**config.mk**
```make
export PLATFORM = sky130hd
export DESIGN_NAME = ring_pattern_gen
export DESIGN_NICKNAME = d
export VERILOG_FILES = /design/src/rtl/ring_pattern_gen.sv
export SDC_FILE = /design/constraint.sdc
export NUM_CORES = 1
export LEC_CHECK = 0
export ABC_AREA = 1
export CORE_MARGIN = 8
export CORE_UTILIZATION = 50
export DETAILED_ROUTE_END_ITERATION = 8
export GPL_TIMING_DRIVEN = 0
export PLACE_DENSITY = 0.73
export REMOVE_ABC_BUFFERS = 1
export SETUP_SLACK_MARGIN = 0.05
export SYNTH_ARGS = -nofsm -noshare
export SYNTH_HDL_FRONTEND = slang
export SYNTH_SLANG_ARGS = --single-unit
```
**constraint.sdc**
```tcl
create_clock -name clk -period 3.4 [get_ports clk]
set_input_delay 0.85 -clock clk [delete_from_list [all_inputs] [get_ports clk]]
set_output_delay 0.85 -clock clk [all_outputs]
set_load 0.01 [all_outputs]
```
**src/rtl/ring_pattern_gen.sv**
```systemverilog
`default_nettype none
// ============================================================================
// Module   : ring_pattern_gen
// Brief    : Concentric-ring VGA pixel generator with a bouncing centre,
//            multi-level animation speed and selectable colour modes.
//            Two-stage pixel pipeline; hsync/vsync delayed to match.
// Revision : 1.0  initial release
// ============================================================================
module ring_pattern_gen #(
    parameter int COORD_W     = 10,
    parameter int ACC_W       = 8,
    parameter int SPEED_W     = 2,
    parameter int H_ACTIVE    = 640,
    parameter int V_ACTIVE    = 480,
    parameter int CX_RESET    = 320,
    parameter int CY_RESET    = 240,
    parameter int BOUNCE_STEP = 1
) (
    input  logic               clk,
    input  logic               reset,
    input  logic [COORD_W-1:0] hpos,
    input  logic [COORD_W-1:0] vpos,
    input  logic               display_on,
    input  logic               hsync_in,
    input  logic               vsync_in,
    input  logic [SPEED_W-1:0] speed,
    input  logic               direction,
    input  logic               bounce_en,
    input  logic [1:0]         mode,
    output logic [5:0]         rgb,
    output logic               hsync_out,
    output logic               vsync_out
);

    // Per-axis travel direction of the ring centre.
    typedef enum logic {
        DIR_POS = 1'b0,
        DIR_NEG = 1'b1
    } dir_t;

    localparam logic [COORD_W-1:0] c_x_max    = COORD_W'(H_ACTIVE - 1);
    localparam logic [COORD_W-1:0] c_y_max    = COORD_W'(V_ACTIVE - 1);
    localparam logic [COORD_W-1:0] c_step     = COORD_W'(BOUNCE_STEP);
    localparam logic [COORD_W-1:0] c_cx_reset = COORD_W'(CX_RESET);
    localparam logic [COORD_W-1:0] c_cy_reset = COORD_W'(CY_RESET);

    // ------------------------------------------------------------------
    // Frame-rate state: ring phase, latched colour mode, centre, dirs
    // ------------------------------------------------------------------
    logic [ACC_W-1:0]   r_phase;
    logic [1:0]         r_mode_q;
    logic [COORD_W-1:0] r_cx;
    logic [COORD_W-1:0] r_cy;
    dir_t               r_dir_x;
    dir_t               r_dir_y;

    logic               w_tick;
    logic [ACC_W-1:0]   w_phase_step;
    logic [COORD_W:0]   w_x_next;
    logic [COORD_W:0]   w_y_next;

    // Next position of one axis; result packed as {reverse_to_neg, coord}.
    // Clamps to the edge and turns around instead of wrapping.
    function automatic logic [COORD_W:0] bounce_next(
        input logic [COORD_W-1:0] c,
        input dir_t               dir,
        input logic [COORD_W-1:0] c_max
    );
        logic [COORD_W:0] sum;
        sum = {1'b0, c} + {1'b0, c_step};
        if (dir == DIR_POS) begin
            if (sum > {1'b0, c_max}) begin
                return {1'b1, c_max};
            end
            return {1'b0, sum[COORD_W-1:0]};
        end
        if (c < c_step) begin
            return {1'b0, {COORD_W{1'b0}}};
        end
        return {1'b1, c - c_step};
    endfunction

    assign w_tick       = (hpos == '0) && (vpos == '0);
    assign w_phase_step = ACC_W'(speed) + ACC_W'(1);
    assign w_x_next     = bounce_next(r_cx, r_dir_x, c_x_max);
    assign w_y_next     = bounce_next(r_cy, r_dir_y, c_y_max);

    // Once-per-frame update of phase, mode and (optionally) the centre.
    always_ff @(posedge clk or posedge reset) begin
        if (reset) begin
            r_phase  <= '0;
            r_mode_q <= 2'd0;
            r_cx     <= c_cx_reset;
            r_cy     <= c_cy_reset;
            r_dir_x  <= DIR_POS;
            r_dir_y  <= DIR_POS;
        end else if (w_tick) begin
            r_phase  <= direction ? (r_phase + w_phase_step)
                                  : (r_phase - w_phase_step);
            r_mode_q <= mode;
            if (bounce_en) begin
                r_cx    <= w_x_next[COORD_W-1:0];
                r_dir_x <= w_x_next[COORD_W] ? DIR_NEG : DIR_POS;
                r_cy    <= w_y_next[COORD_W-1:0];
                r_dir_y <= w_y_next[COORD_W] ? DIR_NEG : DIR_POS;
            end
        end
    end

    // ------------------------------------------------------------------
    // Stage 1: absolute distance from the centre on each axis
    // ------------------------------------------------------------------
    logic [COORD_W:0]   w_diff_x;
    logic [COORD_W:0]   w_diff_y;
    logic [COORD_W-1:0] w_abs_x;
    logic [COORD_W-1:0] w_abs_y;

    assign w_diff_x = {1'b0, hpos} - {1'b0, r_cx};
    assign w_diff_y = {1'b0, vpos} - {1'b0, r_cy};
    assign w_abs_x  = w_diff_x[COORD_W] ? COORD_W'(-w_diff_x) : COORD_W'(w_diff_x);
    assign w_abs_y  = w_diff_y[COORD_W] ? COORD_W'(-w_diff_y) : COORD_W'(w_diff_y);

    logic [COORD_W-1:0] r_dx;
    logic [COORD_W-1:0] r_dy;
    logic [ACC_W-1:0]   r_s1_phase;
    logic [1:0]         r_s1_mode;
    logic               r_s1_disp;
    logic               r_s1_hs;
    logic               r_s1_vs;

    // Stage-1 register; phase and mode travel with the pixel so a tick on
    // pixel (0,0) does not alter that pixel's own colour.
    always_ff @(posedge clk or posedge reset) begin
        if (reset) begin
            r_dx       <= '0;
            r_dy       <= '0;
            r_s1_phase <= '0;
            r_s1_mode  <= 2'd0;
            r_s1_disp  <= 1'b0;
            r_s1_hs    <= 1'b0;
            r_s1_vs    <= 1'b0;
        end else begin
            r_dx       <= w_abs_x;
            r_dy       <= w_abs_y;
            r_s1_phase <= r_phase;
            r_s1_mode  <= r_mode_q;
            r_s1_disp  <= display_on;
            r_s1_hs    <= hsync_in;
            r_s1_vs    <= vsync_in;
        end
    end

    // ------------------------------------------------------------------
    // Stage 2: octagonal radius approximation, animation and colour
    // ------------------------------------------------------------------
    logic [COORD_W-1:0] w_max;
    logic [COORD_W-1:0] w_min;
    logic [COORD_W:0]   w_radius;
    logic [ACC_W-1:0]   w_anim;
    logic [3:0]         w_nib;
    logic [5:0]         w_rings;
    logic [5:0]         w_colour;

    assign w_max    = (r_dx > r_dy) ? r_dx : r_dy;
    assign w_min    = (r_dx > r_dy) ? r_dy : r_dx;
    assign w_radius = {1'b0, w_max} + (COORD_W+1)'(w_min >> 1);
    assign w_anim   = ACC_W'(w_radius) + r_s1_phase;
    assign w_nib    = 4'(w_anim >> (ACC_W - 4));
    assign w_rings  = {w_nib[1], w_nib[0], w_nib[2], w_nib[1], w_nib[3], w_nib[2]};

    // Colour-mode selection from the top nibble of the animation value.
    always_comb begin
        w_colour = w_rings;
        case (r_s1_mode)
            2'd0:    w_colour = w_rings;
            2'd1:    w_colour = {3{w_nib[3], w_nib[2]}};
            2'd2:    w_colour = {6{w_nib[3]}};
            2'd3:    w_colour = ~w_rings;
            default: w_colour = w_rings;
        endcase
    end

    // Output register: blank outside the visible area, syncs pass through.
    always_ff @(posedge clk or posedge reset) begin
        if (reset) begin
            rgb       <= 6'd0;
            hsync_out <= 1'b0;
            vsync_out <= 1'b0;
        end else begin
            rgb       <= r_s1_disp ? w_colour : 6'd0;
            hsync_out <= r_s1_hs;
            vsync_out <= r_s1_vs;
        end
    end

endmodule
`default_nettype wire
```
**Yosys cells after proc, flatten, opt, wreduce, memory -nomap -nowiden**

Cells that the tools add are included.

- Memory bits (read-only): 0
- Latch bits: 0
- RAM bits: 0
- Flip-flop bits (word level): 73
- Output and inout port bits: 8
- Memories: 0

- Equal/unequal tests: 3
- Shift-type cells: 0
- Multiplexer cells: 29
- Reductions and logical operators: 5
- Bitwise gates (word level): 1
- Order comparisons: 5
- Multiply operators: 0
- Div/mod/pow operators: 0
- Add/sub/neg operators: 13

Operators with widths:

| operator | number |
|---|---|
| $mux 11 | 12 |
| $pmux 6 s4 | 1 |
| $add 10x1->11 const B | 2 |
| $sub 10x10->11 | 2 |
| $logic_not 10->1 | 2 |
| $lt 10x1->1 const B | 2 |
| $mux 10 | 2 |
| $neg 10->10 | 2 |
| $sub 10x1->10 const B | 2 |
| $add 8x8->8 | 2 |
| $mux 8 | 2 |
| $gt 11x10->1 const B | 1 |
| $gt 11x9->1 const B | 1 |
| $gt 10x10->1 | 1 |
| $mux 1 | 10 |
| $mux 9 | 1 |
| $add 8x3->8 | 1 |
| $sub 8x3->8 | 1 |
| $mux 6 | 1 |
| $not 6->6 | 1 |
| $eq 2x2->1 const B | 2 |
| $add 2x1->3 const B | 1 |
| $eq 2x1->1 const B | 1 |
| $logic_not 2->1 | 1 |
| 2 further kinds | 2 |

**Depth between registers and ports, before layout**

- Word-level depth: 10
- Mapped depth: 28
- Mapped depth without buffers: 26

**Least setup slack after synthesis**

OpenSTA, ideal clock, no wires.

- Path kind: flip-flop to flip-flop
- Start point: register r_dx[7]
- End point: register rgb[0]
- Cell stages (with the launch flop): 22
- Setup slack: -0.126 ns
- Setup time: 0.114 ns
- Arrival: 3.412 ns
- Path through: dfrtp_1 -> ha_1 -> nand2_1 -> nand2_1 -> a21oi_1 -> nand3_2 -> nand2_1 -> buf_6 -> clkbuf_1 -> nand2_1 -> o21ai_0 -> fa_1 -> ha_1 -> a21oi_1 -> nor2_1 -> a211oi_1 -> nand3_1 -> and2_1 -> nand2_1 -> nand3_1 -> nand3_1 -> inv_1

- Longest elaborated chain between the ends: 7
- Elaborated cells on any way between the ends: 8
- Classes of those cells: 2 x add/sub; 1 x order compare; 4 x mux; 1 x bitwise

Ends and longest elaborated chain:

| what | line | text |
|---|---|---|
| start: declaration | 123 | `logic [COORD_W-1:0] r_dx;` |
| start signal: assignment | 143 | `r_dx <= w_abs_x;` |
| $gt 10x10->1 | 164, 165 |  |
| $mux 8 or $mux 9 (tied branches) | 164, 165 |  |
| $add 8x8->8 (*) | 166 | `assign w_radius = {1'b0, w_max} + (COORD_W+1)'(w_min >> 1);` |
| $add 8x8->8 (*) | 167 | `assign w_anim = ACC_W'(w_radius) + r_s1_phase;` |
| $not 6->6 | 178 | `2'd3: w_colour = ~w_rings;` |
| $pmux 6 s4 (*) | 174 | `case (r_s1_mode)` |
| $mux 6 (*) | 190 | `rgb <= r_s1_disp ? w_colour : 6'd0;` |
| end signal: assignment | 190 |  |
| end: declaration | 30 | `output logic [5:0] rgb,` |

Every way passes the cells marked *; elsewhere a longest branch is shown, timed or not.
A chain may end at the register's enable or synchronous reset.

**Worst setup path in the final report**

- Start point: register r_dy[2]
- End point: register rgb[3]

- Longest elaborated chain between the ends: 7
- Elaborated cells on any way between the ends: 8
- Classes of those cells: 2 x add/sub; 1 x order compare; 4 x mux; 1 x bitwise

Ends and longest elaborated chain:

| what | line | text |
|---|---|---|
| start: declaration | 124 | `logic [COORD_W-1:0] r_dy;` |
| start signal: assignment | 144 | `r_dy <= w_abs_y;` |
| $gt 10x10->1 | 164, 165 |  |
| $mux 8 or $mux 9 (tied branches) | 164, 165 |  |
| $add 8x8->8 (*) | 166 |  |
| $add 8x8->8 (*) | 167 |  |
| $not 6->6 | 178 |  |
| $pmux 6 s4 (*) | 174 |  |
| $mux 6 (*) | 190 |  |

Marked as above.

==> impl_metrics.yaml <==
setup_path:
  path_cells: "inv_1 > ha_4 > nand2_4 > nor2_4 > nand4_1 > buf_4 > nand2_8 > nor2_4 > a21oi_2 > fa_1 > ha_4 > a21oi_4 > nor2_2 > a211oi_2 > nand2_1 > nand2_2 > and2_4 > nand2_4 > nand2_2 > inv_2 > a21oi_2"
  critPathBufInv: 3
  cp.depth: 21
  critPathSlowestCell: "fa_1"
  path_delay_family: "simple AND/OR/NAND/NOR gates"
  worstSetupPathType: "flip-flop to flip-flop"
  cp.arrival_ns: 3.87
  slowest_delay_ns: 0.47
  endpoint_kind: "flip-flop"
  crit_fanout: 8
  reg2regPathDepth: 21
  crit_path_start_kind: "flip-flop"
  regToRegSetupSlack_ns: -0.19
  critPathRequiredTime_ns: 3.67
placed_design:
  dpl.hpwl_um: 10500
  placed_area_um2: 6370
  dp_cells: 946
  pre_cts_ws_ns: -1.05
  portBuffers: 38
  gp_congestion: 0.905
grt:
  grt_pass1_wl_um: 23900
  grt.total_usage: 0.180
  antenna_found_initial: 0
  grt_max_degree: 74
  grt-ovfl-total: 0
  grt_pass1_vias: 5359
cts:
  cts_tree: "done"
  numCtsBuffers: 9
  cts_hold_buf: 0
  numClockSinks: 73
  cts-htree-levels: 3
  clk_latency_ns: 0.34
  cts_root_buf: "clkbuf_16"
  cts_buffer_depth: 2
  path_clk_slew_ns: 0.07
die:
  die_w_um: 124
  rows: 39
  start_util: 0.514
  die_area_um2: 15500
  die_height_um: 124
  core_um2: 11400
  ioPinCount: 39
sta:
  setup_viol: 6
  tightest_slew_ns: 0.905
  hold_violations: 0
  finalCritPeriodShare: 1.06
  max_freq_ghz: 0.278
  maxSlewViolCount: 0
  totalNegativeSetupSlack_ns: -0.973
  slew_headroom: 0.396
  rsz0062_at_grt: "true"
  fin_skew_ns: 0.0105
  fin_crit_ns: 3.59
  layout_setup_ws_ns: -0.194
logic_synthesis:
  synthTopCellsByArea: "dfrtp_1, ha_1, nand2_1, inv_1, xor2_1"
  synthTopCellsByCount: "nand2_1, inv_1, dfrtp_1, ha_1, nor2_1"
  async_flop_share: 1.00
  synthCells: 776
  synth_top_cell_area_share: 0.286
  ys_ff_latch: 73
  syn_area_per_cell_um2: 7.56
  synth_most_common_cell: "nand2_1"
  yosys.cell_types.count: 48
  syn_area_um2: 5870
  ys_warn_count: 0
  synth_largest_area_cell: "dfrtp_1"
  synth_ff_type: "dfrtp_1"
  seq_area_frac_synth: 0.313
  synth-edff-count: 0
drt:
  route.detailed.drc: 0
  first_pass_iters: 7
  routed_wl_um: 15000
  vias: 5416
  first_iter_violations: 337
  drt-wirelength-per-cell_um: 15.3
  routed_via_density: 5.50
  antenna_left: 0
cells_and_area:
  drive_gt1_frac: 0.156
  areaGrowthSynthToFinish_pct: 23.2
  instances_no_fill: 985
  nNetsFinal: 930
  n_antenna_cell: 0
  postLayoutCellArea_um2: 7220
power_and_ir_drop:
  powerDensity_nw_per_um2: 458
  p_leak_nw: 3.58
  peakVddDrop_v: 0.000542
worst_hold_path:
  worst_hold_path_type: "flip-flop to flip-flop"
  holdPathStages: 0
flow_run:
  drv_cap: 0
run_status:
  violations: "negative setup slack"
  outcome: "finished with violations"
[flip-flops by register name (all words and copies together) (netlist names), 2 cells and up]
name and flops:
r_cx 10, r_dy 10, r_s1_phase 8, r_dx 10, rgb 6, r_phase 8, r_mode_q 2, r_cy 10
r_s1_mode 2
[cell families after synthesis]
family | Yosys count | synth area share
buffers and inverters | 142 | 0.0932
XOR/XNOR | 54 | 0.0806
AND/OR/NAND/NOR | 318 | 0.239
AO/OA/AOI/OAI | 127 | 0.130
adder cells (fa/ha/maj) | 62 | 0.144
flip-flops | 73 | 0.313
[worst register-to-register path, delay by kind of cell (launching register included)]
| family | cells | cell delay, ns |
|---|---|---|
| and+or+nand+nor | 11 | 1.12 |
| adders and majority gates | 3 | 1.02 |
| AOI/OAI and AO/OA | 4 | 0.64 |
| DFF | 1 | 0.38 |
| buffers and inverters | 3 | 0.38 |
[report_power, final]
part | internal, mW | leakage, nW | switching (mW) | total, mW
Sequential | 0.931 | 0.867 | 0.0339 | 0.965
Clock | 0.509 | 0.135 | 0.410 | 0.919
Combinational | 0.613 | 2.58 | 0.814 | 1.43
[area by class of cell]
type | count | area (µm²)
Multi-Input combinational cell | 563 | 3880
Inverter | 131 | 498
Clock inverter | 7 | 61.3
Timing Repair Buffer | 59 | 544
Fill cell | 948 | 4190
Tap cell | 143 | 179
Sequential cell | 73 | 1840
Clock buffer | 9 | 225
[final timing paths]
| check | from | to |
|---|---|---|
| worst min register to register | r_s1_hs$_DFF_PP0_ | hsync_out$_DFF_PP0_ |
| max in group asynchronous | reset | r_dx[3]$_DFF_PP0_ |
| worst max register to register | r_dy[2]$_DFF_PP0_ | rgb[3]$_DFF_PP0_ |
| worst max-delay path | r_dy[2]$_DFF_PP0_ | rgb[3]$_DFF_PP0_ |
| worst min-delay path | r_s1_hs$_DFF_PP0_ | hsync_out$_DFF_PP0_ |
| min in group asynchronous | reset | vsync_out$_DFF_PP0_ |
[metal layers]
metal / vias up / share of wire / wire length, µm / GRT usage
met5: - / 0 / 0 / 0
met4: 0 / 0.028 / 414 / 0.0560
met3: 38 / 0.037 / 555 / 0.0323
met2: 149 / 0.52 / 7810 / 0.332
met1: 2566 / 0.42 / 6240 / 0.205
li1: 2663 / - / - / -
[repair_timing]
action,in CTS,in global routing
cloned,2,0
gates resized for setup,32,58
buffers inserted,7,14
setup endpoints to repair,29,17
pin swaps,9,34
[cell usage in the layout, fill, tap and decap left out, drive strengths merged, types with 3 or more instances in the layout]
master and n:
buf 21, dfstp 6, a21oi 50, nor4 7, nand3 50, xnor2 12, clkinvlp 3, clkinv 4
inv 131, a221oi 3, dfrtp 67, clkdlybuf4s50 37, a31oi 5, nand2 170, clkbuf 9, xor2 42
and2 3, nand4 9, a21o 5, fa 9, or2 6, a22oi 13, ha 53, nor3 21
o21ai 40, nor2 53
[metrics by stage]
stage	util	power, mW	hold slack [ns]
after global routing	0.633	3.51	0.360
final	0.633	3.31	0.350
after global placement	0.558	1.89	0.332
after floorplan	-	1.67	0.331
after detailed placement	0.558	1.93	0.336
after CTS	0.602	3.03	0.351
Note: power is estimated with default switching activity, not from simulation.
